--- src/rtl/arb_pkg.sv ---
// Shared types for the fetch/data memory port arbiter.
//   arb_state_e : controller state (IDLE, ISSUE, WAIT_RD)
//   arb_owner_e : which requester owns the outstanding transaction
package arb_pkg;

  typedef enum logic [1:0] {
    IDLE    = 2'd0,
    ISSUE   = 2'd1,
    WAIT_RD = 2'd2
  } arb_state_e;

  typedef enum logic {
    OWN_IF = 1'b0,
    OWN_D  = 1'b1
  } arb_owner_e;

endpackage

--- src/rtl/fair_counter.sv ---
// Fairness counter: counts data grants made while fetch is waiting.
//   clk, rst_n : clock, synchronous active-low reset
//   inc        : count one data grant (saturates at LIMIT)
//   clr        : return to zero (takes priority over inc)
//   at_limit   : counter equals LIMIT
module fair_counter #(
  parameter int unsigned LIMIT = 4
) (
  input  logic clk,
  input  logic rst_n,
  input  logic inc,
  input  logic clr,
  output logic at_limit
);

  localparam int unsigned CW = (LIMIT < 1) ? 1 : $clog2(LIMIT + 1);

  logic [CW-1:0] cnt_q, cnt_d;

  assign at_limit = (cnt_q == CW'(LIMIT));

  always_comb begin
    cnt_d = cnt_q;
    if (clr) begin
      cnt_d = '0;
    end else if (inc && !at_limit) begin
      cnt_d = cnt_q + CW'(1);
    end
  end

  always_ff @(posedge clk) begin
    if (!rst_n) begin
      cnt_q <= '0;
    end else begin
      cnt_q <= cnt_d;
    end
  end

endmodule

--- src/rtl/mem_port_arbiter.sv ---
// Shares one single-port memory between an instruction-fetch port and a
// data port, one transaction outstanding at a time. Data has priority
// unless fetch has been passed over FAIR_LIMIT times in a row.
//   clk, rst_n                      : clock, synchronous active-low reset
//   if_req/if_addr                  : fetch read request (held until if_gnt)
//   if_gnt/if_rvalid/if_rdata       : fetch accept pulse, read data
//   d_req/d_we/d_addr/d_wdata       : data request (held until d_gnt)
//   d_gnt/d_rvalid/d_rdata          : data accept pulse, completion, read data
//   m_req/m_we/m_addr/m_wdata       : memory request, held until m_ack
//   m_ack/m_rvalid/m_rdata          : memory accept, read data return
module mem_port_arbiter
  import arb_pkg::*;
#(
  parameter int unsigned ADDR_W     = 32,
  parameter int unsigned DATA_W     = 32,
  parameter int unsigned FAIR_LIMIT = 4
) (
  input  logic              clk,
  input  logic              rst_n,
  input  logic              if_req,
  input  logic [ADDR_W-1:0] if_addr,
  output logic              if_gnt,
  output logic              if_rvalid,
  output logic [DATA_W-1:0] if_rdata,
  input  logic              d_req,
  input  logic              d_we,
  input  logic [ADDR_W-1:0] d_addr,
  input  logic [DATA_W-1:0] d_wdata,
  output logic              d_gnt,
  output logic              d_rvalid,
  output logic [DATA_W-1:0] d_rdata,
  output logic              m_req,
  output logic              m_we,
  output logic [ADDR_W-1:0] m_addr,
  output logic [DATA_W-1:0] m_wdata,
  input  logic              m_ack,
  input  logic              m_rvalid,
  input  logic [DATA_W-1:0] m_rdata
);

  arb_state_e        state_q, state_d;
  arb_owner_e        owner_q, owner_d;
  logic              we_q, we_d;
  logic [ADDR_W-1:0] addr_q, addr_d;
  logic [DATA_W-1:0] wdata_q, wdata_d;
  logic              at_limit, fc_inc, fc_clr;

  fair_counter #(.LIMIT(FAIR_LIMIT)) u_fair (
    .clk      (clk),
    .rst_n    (rst_n),
    .inc      (fc_inc),
    .clr      (fc_clr),
    .at_limit (at_limit)
  );

  always_comb begin
    state_d   = state_q;
    owner_d   = owner_q;
    we_d      = we_q;
    addr_d    = addr_q;
    wdata_d   = wdata_q;
    if_gnt    = 1'b0;
    d_gnt     = 1'b0;
    if_rvalid = 1'b0;
    d_rvalid  = 1'b0;
    fc_inc    = 1'b0;
    fc_clr    = 1'b0;
    unique case (state_q)
      IDLE: begin
        if (if_req || d_req) begin
          if (if_req && (!d_req || at_limit)) begin
            if_gnt  = 1'b1;
            owner_d = OWN_IF;
            we_d    = 1'b0;
            addr_d  = if_addr;
            wdata_d = '0;
            fc_clr  = 1'b1;
          end else begin
            d_gnt   = 1'b1;
            owner_d = OWN_D;
            we_d    = d_we;
            addr_d  = d_addr;
            wdata_d = d_wdata;
            // Only grants that make fetch wait count towards fairness.
            fc_inc  = if_req;
            fc_clr  = !if_req;
          end
          state_d = ISSUE;
        end
      end
      ISSUE: begin
        if (m_ack) begin
          if (we_q) begin
            d_rvalid = 1'b1;
            state_d  = IDLE;
          end else begin
            state_d  = WAIT_RD;
          end
        end
      end
      WAIT_RD: begin
        if (m_rvalid) begin
          if (owner_q == OWN_IF) begin
            if_rvalid = 1'b1;
          end else begin
            d_rvalid  = 1'b1;
          end
          state_d = IDLE;
        end
      end
      default: state_d = IDLE;
    endcase
    // Nothing is granted or completed while reset is asserted.
    if (!rst_n) begin
      if_gnt    = 1'b0;
      d_gnt     = 1'b0;
      if_rvalid = 1'b0;
      d_rvalid  = 1'b0;
    end
  end

  always_ff @(posedge clk) begin
    if (!rst_n) begin
      state_q <= IDLE;
      owner_q <= OWN_IF;
      we_q    <= 1'b0;
      addr_q  <= '0;
      wdata_q <= '0;
    end else begin
      state_q <= state_d;
      owner_q <= owner_d;
      we_q    <= we_d;
      addr_q  <= addr_d;
      wdata_q <= wdata_d;
    end
  end

  assign m_req    = (state_q == ISSUE);
  assign m_we     = we_q;
  assign m_addr   = addr_q;
  assign m_wdata  = wdata_q;
  assign if_rdata = m_rdata;
  assign d_rdata  = m_rdata;

endmodule

--- config.mk ---
export PLATFORM = sky130hd
export DESIGN_NAME = mem_port_arbiter
export DESIGN_NICKNAME = d
export VERILOG_FILES = /design/src/rtl/arb_pkg.sv /design/src/rtl/fair_counter.sv /design/src/rtl/mem_port_arbiter.sv
export SDC_FILE = /design/constraint.sdc
export NUM_CORES = 1
export LEC_CHECK = 0
export ABC_AREA = 1
export CAP_MARGIN = 20
export CORE_AREA = 2 2 104 106
export CTS_CLUSTER_DIAMETER = 100
export CTS_CLUSTER_SIZE = 16
export DETAILED_ROUTE_END_ITERATION = 10
export DIE_AREA = 0 0 106 108
export GPL_TIMING_DRIVEN = 0
export PLACE_DENSITY = 0.85
export REMOVE_ABC_BUFFERS = 1
export SLEW_MARGIN = 20
export SYNTH_ARGS = -nofsm -noshare
export SYNTH_HDL_FRONTEND = slang
export SYNTH_HIERARCHICAL = 1
export SYNTH_SLANG_ARGS = --single-unit
--- constraint.sdc ---
create_clock -name clk -period 4.05 [get_ports clk]
set_clock_uncertainty 0.1 [all_clocks]
set_input_delay 0.6075 -clock clk [delete_from_list [all_inputs] [get_ports clk]]
set_output_delay 0.6075 -clock clk [all_outputs]
set_load 0.005 [all_outputs]
Word-level counts from Yosys, hierarchy flattened
Index checks and enable logic that the tools add are counted.
W data, S select, Z words.

operators by class
  reductions and logical operators = 11
  muxes and demuxes = 32
  equality and inequality tests = 6
  $add $sub $neg = 1
  bitwise logic cells = 1

operators by type and width
  operator               number
  $mux W32               2
  $mux W1                24
  $mux W2                4
  $pmux W2 S3            1
  $ne A2 B2 Y1 const B   2
  $add A3 B1 Y3 const B  1
  $eq A3 B3 Y1 const B   1
  $logic_not A1 Y1       3
  $reduce_and A3 Y1      1
  $eq A2 B1 Y1 const B   1
  $eq A2 B2 Y1 const B   1
  $logic_and A1 B1 Y1    2
  $logic_not A2 Y1       1
  $logic_or A1 B1 Y1     2
  $ne A2 B1 Y1 const B   1
  $pmux W1 S2            1
  $reduce_and A2 Y1      1
  $reduce_or A2 Y1       1
  $not A1 Y1             1

word-level totals
  output and inout bits = 134
  logic and storage cells = 57
  bits in registers = 71

Depth between registers and ports, before layout
  word-level depth = 7
  mapped depth = 13
  gate-level depth less buffers = 12

Cells and area by module
Netlist, hierarchy kept.

by module, submodules not included
  module            times used  cells each  sequential area each (µm²)  area each (µm²)
  mem_port_arbiter  1           530         1,361.3                     3,623.5
  fair_counter      1           28          60.1                        178.9

Worst setup path after synthesis
No wires, ideal clock.

  kind = reg2out
  start = register u_fair.cnt_q[0]
  end = output d_gnt
  required time = 3,342 ps
  stages on the path, launching flop included = 11
  setup slack = 1,944 ps
  path buffers = 1
  arrival = 1,399 ps
  cells stage by stage = dfxtp_1 inv_1 ha_1 nand2_2 inv_1 inv_1 nand2_2 nand2_4 nand2_2 nor2_4 buf_6

between the ends
  longest elaborated chain between the ends = 7

RTL lines
  what                      line                     source
  start: declaration        fair_counter.sv:18       logic [CW-1:0] cnt_q, cnt_d;
  start signal: assignment  fair_counter.sv:35       cnt_q <= cnt_d;
  $eq A3 B3 Y1              fair_counter.sv:20       assign at_limit = (cnt_q == CW'(LIMIT));
  named net at_limit        mem_port_arbiter.sv:46   logic at_limit, fc_inc, fc_clr;
  $logic_or A1 B1 Y1        mem_port_arbiter.sv:71   if (if_req && (!d_req || at_limit)) begin
  $logic_and A1 B1 Y1       mem_port_arbiter.sv:71
  $mux W1                   mem_port_arbiter.sv:71
  $mux W1                   mem_port_arbiter.sv:70   if (if_req || d_req) begin
  $mux W1                   mem_port_arbiter.sv:68   unique case (state_q)
  $mux W1                   mem_port_arbiter.sv:114  if (!rst_n) begin
  end: declaration          mem_port_arbiter.sv:29   output logic d_gnt,

The timed path passes the listed nets, and every way through them passes these cells.

Worst setup path in the final report
  start = input if_req
  end = output d_gnt

between the ends
  longest elaborated chain between the ends = 5

RTL lines
  what                 line                     source
  start: declaration   mem_port_arbiter.sv:20   input logic if_req,
  $logic_and A1 B1 Y1  mem_port_arbiter.sv:71
  $mux W1              mem_port_arbiter.sv:71
  $mux W1 *            mem_port_arbiter.sv:70
  $mux W1 *            mem_port_arbiter.sv:68
  $mux W1 *            mem_port_arbiter.sv:114

Mark *: on every way between the ends. The rest lies on a longest branch, timed or not.

==> key figures <==
Logic synthesis
  – Main synth FF type: dfxtp_1
  – Synth area leader: dfxtp_1
  – Simple-gate share of the synthesized area: between 30% and 40%
  – Cells after Synth: around 560
  – Yosys warns: 6
  – Distinct cells, synth: 20
  – Largest family of logic cells by synthesized area: simple AND/OR/NAND/NOR gates
  – Post-synth EDFFs: 0
  – Fraction of registers with async set/reset: 0%
  – Yosys top cell area share: 37.4%
  – Seq cells post-synth: roughly 70
  – Synth area leaders: dfxtp_1 (37%), nand2_1 (13%), nand3_1 (13%), buf_4 (13%), nor2_1 (7.4%)
  – Syn_area_per_cell: between 6 and 7 sq um
  – Synthesized cell area: 3800 sq um
  – Synth cell count leaders: nand2_1 (136), nand3_1 (101), nor2_1 (75)
  – Mux share of post-synthesis cell area: 0%
  – Most instantiated library cell after synthesis: nand2_1
  – Xor-xnor portion of the synthesized cell area: 0%
  – Sequential fraction of the synthesis area: 37.4%
  – Compound-Gate Fraction of Synth Area: 0.691%
  – Fraction of the mapped netlist area in adder cells: under 10%

Timing
  – Post-route clock period utilization: ~95%
  – Worst-Margin Slew: slightly below 1 ns
  – Endpoints failing hold: 0
  – Max-slew violations: 0
  – Final setup violation count: 0
  – Max frequency: ~260 MHz
  – RSZ-0062 raised after global routing: false
  – Minimum clock period: ~3.8 ns
  – Post-route setup slack: ~0.21 ns
  – Slew margin rel.: 34.4%

Drt
  – Vias per cell: roughly 4.6
  – Total Wirelength: about 12000 um
  – DR WL/cell: 15.6 um
  – Total iterations of the first detailed-routing run: 4
  – Detailed-route via count: ~3.7k
  – Iteration-0 DRC Markers: ~320
  – DRC: 0
  – Post-DRT Antenna Nets: 0

Floorplanning
  – Boundary Pins: 269
  – Die footprint: approximately 11000 sq um
  – Die height: 108 um
  – Rows: 37
  – Die X: 106 um
  – Initial Util: around 37%
  – Core area: between 10000 and 15000 sq um

Worst setup path
  – Worst Setup Start Kind: primary input
  – Worst Path Arrival: about 3.1 ns
  – Slowest-stage cell, CP: buf_2
  – Worst path required time: around 3.3 ns
  – R2R depth: 11
  – Most frequent CP cell: nor2_4
  – CP Buf/Inv Count: 2
  – Crit path cell chain: buf_2 > nor2_2 > nor2_4 > nand2_2 > nor2_4 > clkdlybuf4s50_1
  – Crit. End Element: output pin
  – Reg2reg start: u_fair/cnt_q[0]$_SDFFE_PP0P_
  – CP peak stage delay: around 0.6 ns
  – Worst reg2reg setup slack: between 1 and 1.5 ns
  – Setup CP Type: primary input to output pin
  – Worst flop-to-flop path endpoint: m_wdata[3]$_SDFFE_PN0P_
  – Worst-path fanout max: 36
  – CP top delay family: simple AND/OR/NAND/NOR gates

Finish
  – Net count, final: 790
  – Fill count: slightly below 1k
  – Post-Layout Cell Count: 790
  – Layout cells sized above 1: under 10%
  – Util after Layout: 51.6%
  – Synth-to-layout area growth: 38.8%
  – ANT cells: 0

Hold path
  – Worst Hold Class: flop to flop
  – Endpoint of the worst hold path: m_wdata[18]$_SDFFE_PN0P_
  – Worst Hold Depth: 2
  – Hold path startpoint: m_wdata[18]$_SDFFE_PN0P_

Clock network
  – CTS max path bufs: 2
  – # clock sinks: 71
  – Clk pin slew, worst setup/hold paths: around 0.07 ns
  – Post CTS Setup Buffer Count: 0
  – Worst-Skew Late Latency: 0.34 ns
  – TritonCTS clock tree: built
  – Root Buffer: clkbuf_8
  – H-tree Lvls: 3
  – Number of CTS-inserted buffers: 9

Job
  – Maximum capacitance violations: 0

Global routing
  – First-pass GRT wire length: about 18000 um
  – Largest net degree at the start of global routing: 40
  – Initial antenna violation count: 0
  – Number of global-route vias before repair: roughly 3.1k
  – Global Route Usage Sum: 20.4%
  – Grt ovf: 0

Place
  – Dpl ws: -0.339 ns
  – GPL Wtd Cong: between 0.7 and 0.8
  – Number of port buffers: 172
  – Dpl cells: ~770
  – HPWL after DPL: approximately 8700 um

Power and ir drop
  – Switching power: roughly 0.0010 W
  – Switch share: a little over a third
  – Gate power share: between 40% and 50%
  – Reg power frac: between 30% and 40%
  – P per Cell Area: 554 nW/um^2
  – VDD IR-drop max: around 0.00028 V
  – Clk pwr share: 20.9%
  – P_int: 0.00189 W
  – Leak Pwr: roughly 2.5 nW

Run status
  – Status: finished clean
-- what timing repair did --
item                                    CTS  global route
endpoints found under the hold margin     0             0
hold buffers                              0             0
gates cloned                              1             1
gates resized for setup                   1             1
pin swaps                                 1             1
endpoints found under the setup margin    1             1
-- worst reg2reg max path: cells and delay by family (launching register included) --
| family | cells | cell delay (ns) |
|---|---|---|
| adders and majority gates | 1 | 0.21 |
| buffers and inverters | 3 | 0.21 |
| DFF | 1 | 0.38 |
| and+or+nand+nor | 7 | 1.86 |
-- sequential cells by signal, indices dropped and copies added (netlist names) --
signal,count
m_addr,32
m_wdata,32
m_we,1
owner_q,1
state_q,2
u_fair/cnt_q,3
-- layout by cell type (no fill, tap or decap), drive strengths merged --
cell type	netlist	layout
ha	5	5
clkbuf	15	9
nand4	2	2
clkdlybuf4s50	0	170
buf	79	3
dfxtp	71	71
a21oi	4	4
bufinv	0	2
nor2	78	80
nand3	101	101
clkinv	1	4
inv	49	49
nand2	149	149
nor3	3	3
a31oi	1	1
clkinvlp	0	1
-- cell type report --
| cell class | instances | area, sq um | share of cell area, % |
|---|---|---|---|
| well taps | 136 | 170 | 3.22 |
| flip-flops and latches | 71 | 1420 | 26.9 |
| clock buffers | 9 | 124 | 2.35 |
| multi-input cells | 345 | 1560 | 29.5 |
| repair buffers | 173 | 1730 | 32.8 |
| clock inverters | 6 | 86.3 | 1.64 |
| inverters | 50 | 189 | 3.58 |
-- power by group through the flow --
stage                     Sequential (W)  Clock [W]  Combinational, W
final                            0.00101   0.000611           0.00131
after floorplan                  0.00104          0          0.000584
after global placement           0.00101          0           0.00126
after CTS                        0.00101   0.000633           0.00131
after global routing             0.00103   0.000663           0.00146
after detailed placement         0.00102          0           0.00129
-- cells by family (layout without fill, tap and decap cells) --
kind of cell    Yosys count  after routing
compound gates            5              5
simple gates            333            335
buf+inv                 144            238
fa+ha+maj                 5              5
flops                    71             71
-- layer usage --
layer / track usage [%] / vias up / part of all wire (%)
met5: 10.3 / - / 1.1
met4: 5.83 / 5 / 1.2
met3: 15.2 / 15 / 17
met2: 26.5 / 244 / 39
met1: 25.4 / 1549 / 42
li1: - / 1846 / -
-- through the flow --
stage / setup TNS, ns / cell area, sq um / power (W) / hold slack [ns]
3_5_place_dp: -0.339 / 5040 / 0.00232 / 0.361
4_1_cts: 0 / 5270 / 0.00295 / 0.374
2_1_floorplan: 0 / 3140 / 0.00162 / 0.355
6_report: 0 / 5280 / 0.00293 / 0.369
5_1_grt: 0 / 5280 / 0.00315 / 0.387
3_3_place_gp: -38.73 / 5030 / 0.00227 / 0.358
-- how the worst max path moves through the flow --
stage               cells past startpoint                    startpoint  slack (ns)     to
floorplan                               6       state_q[0]$_SDFFE_PN0P_        1.26  d_gnt
global placement                        4                         rst_n       -1.95  d_gnt
detailed placement                      6                         d_req       -0.34  d_gnt
CTS                                    10  u_fair/cnt_q[0]$_SDFFE_PP0P_       0.004  d_gnt
global route                            4                         rst_n        0.06  d_gnt
finish                                  6                        if_req        0.21  d_gnt
No activity file was read; power rests on OpenSTA's default activity.
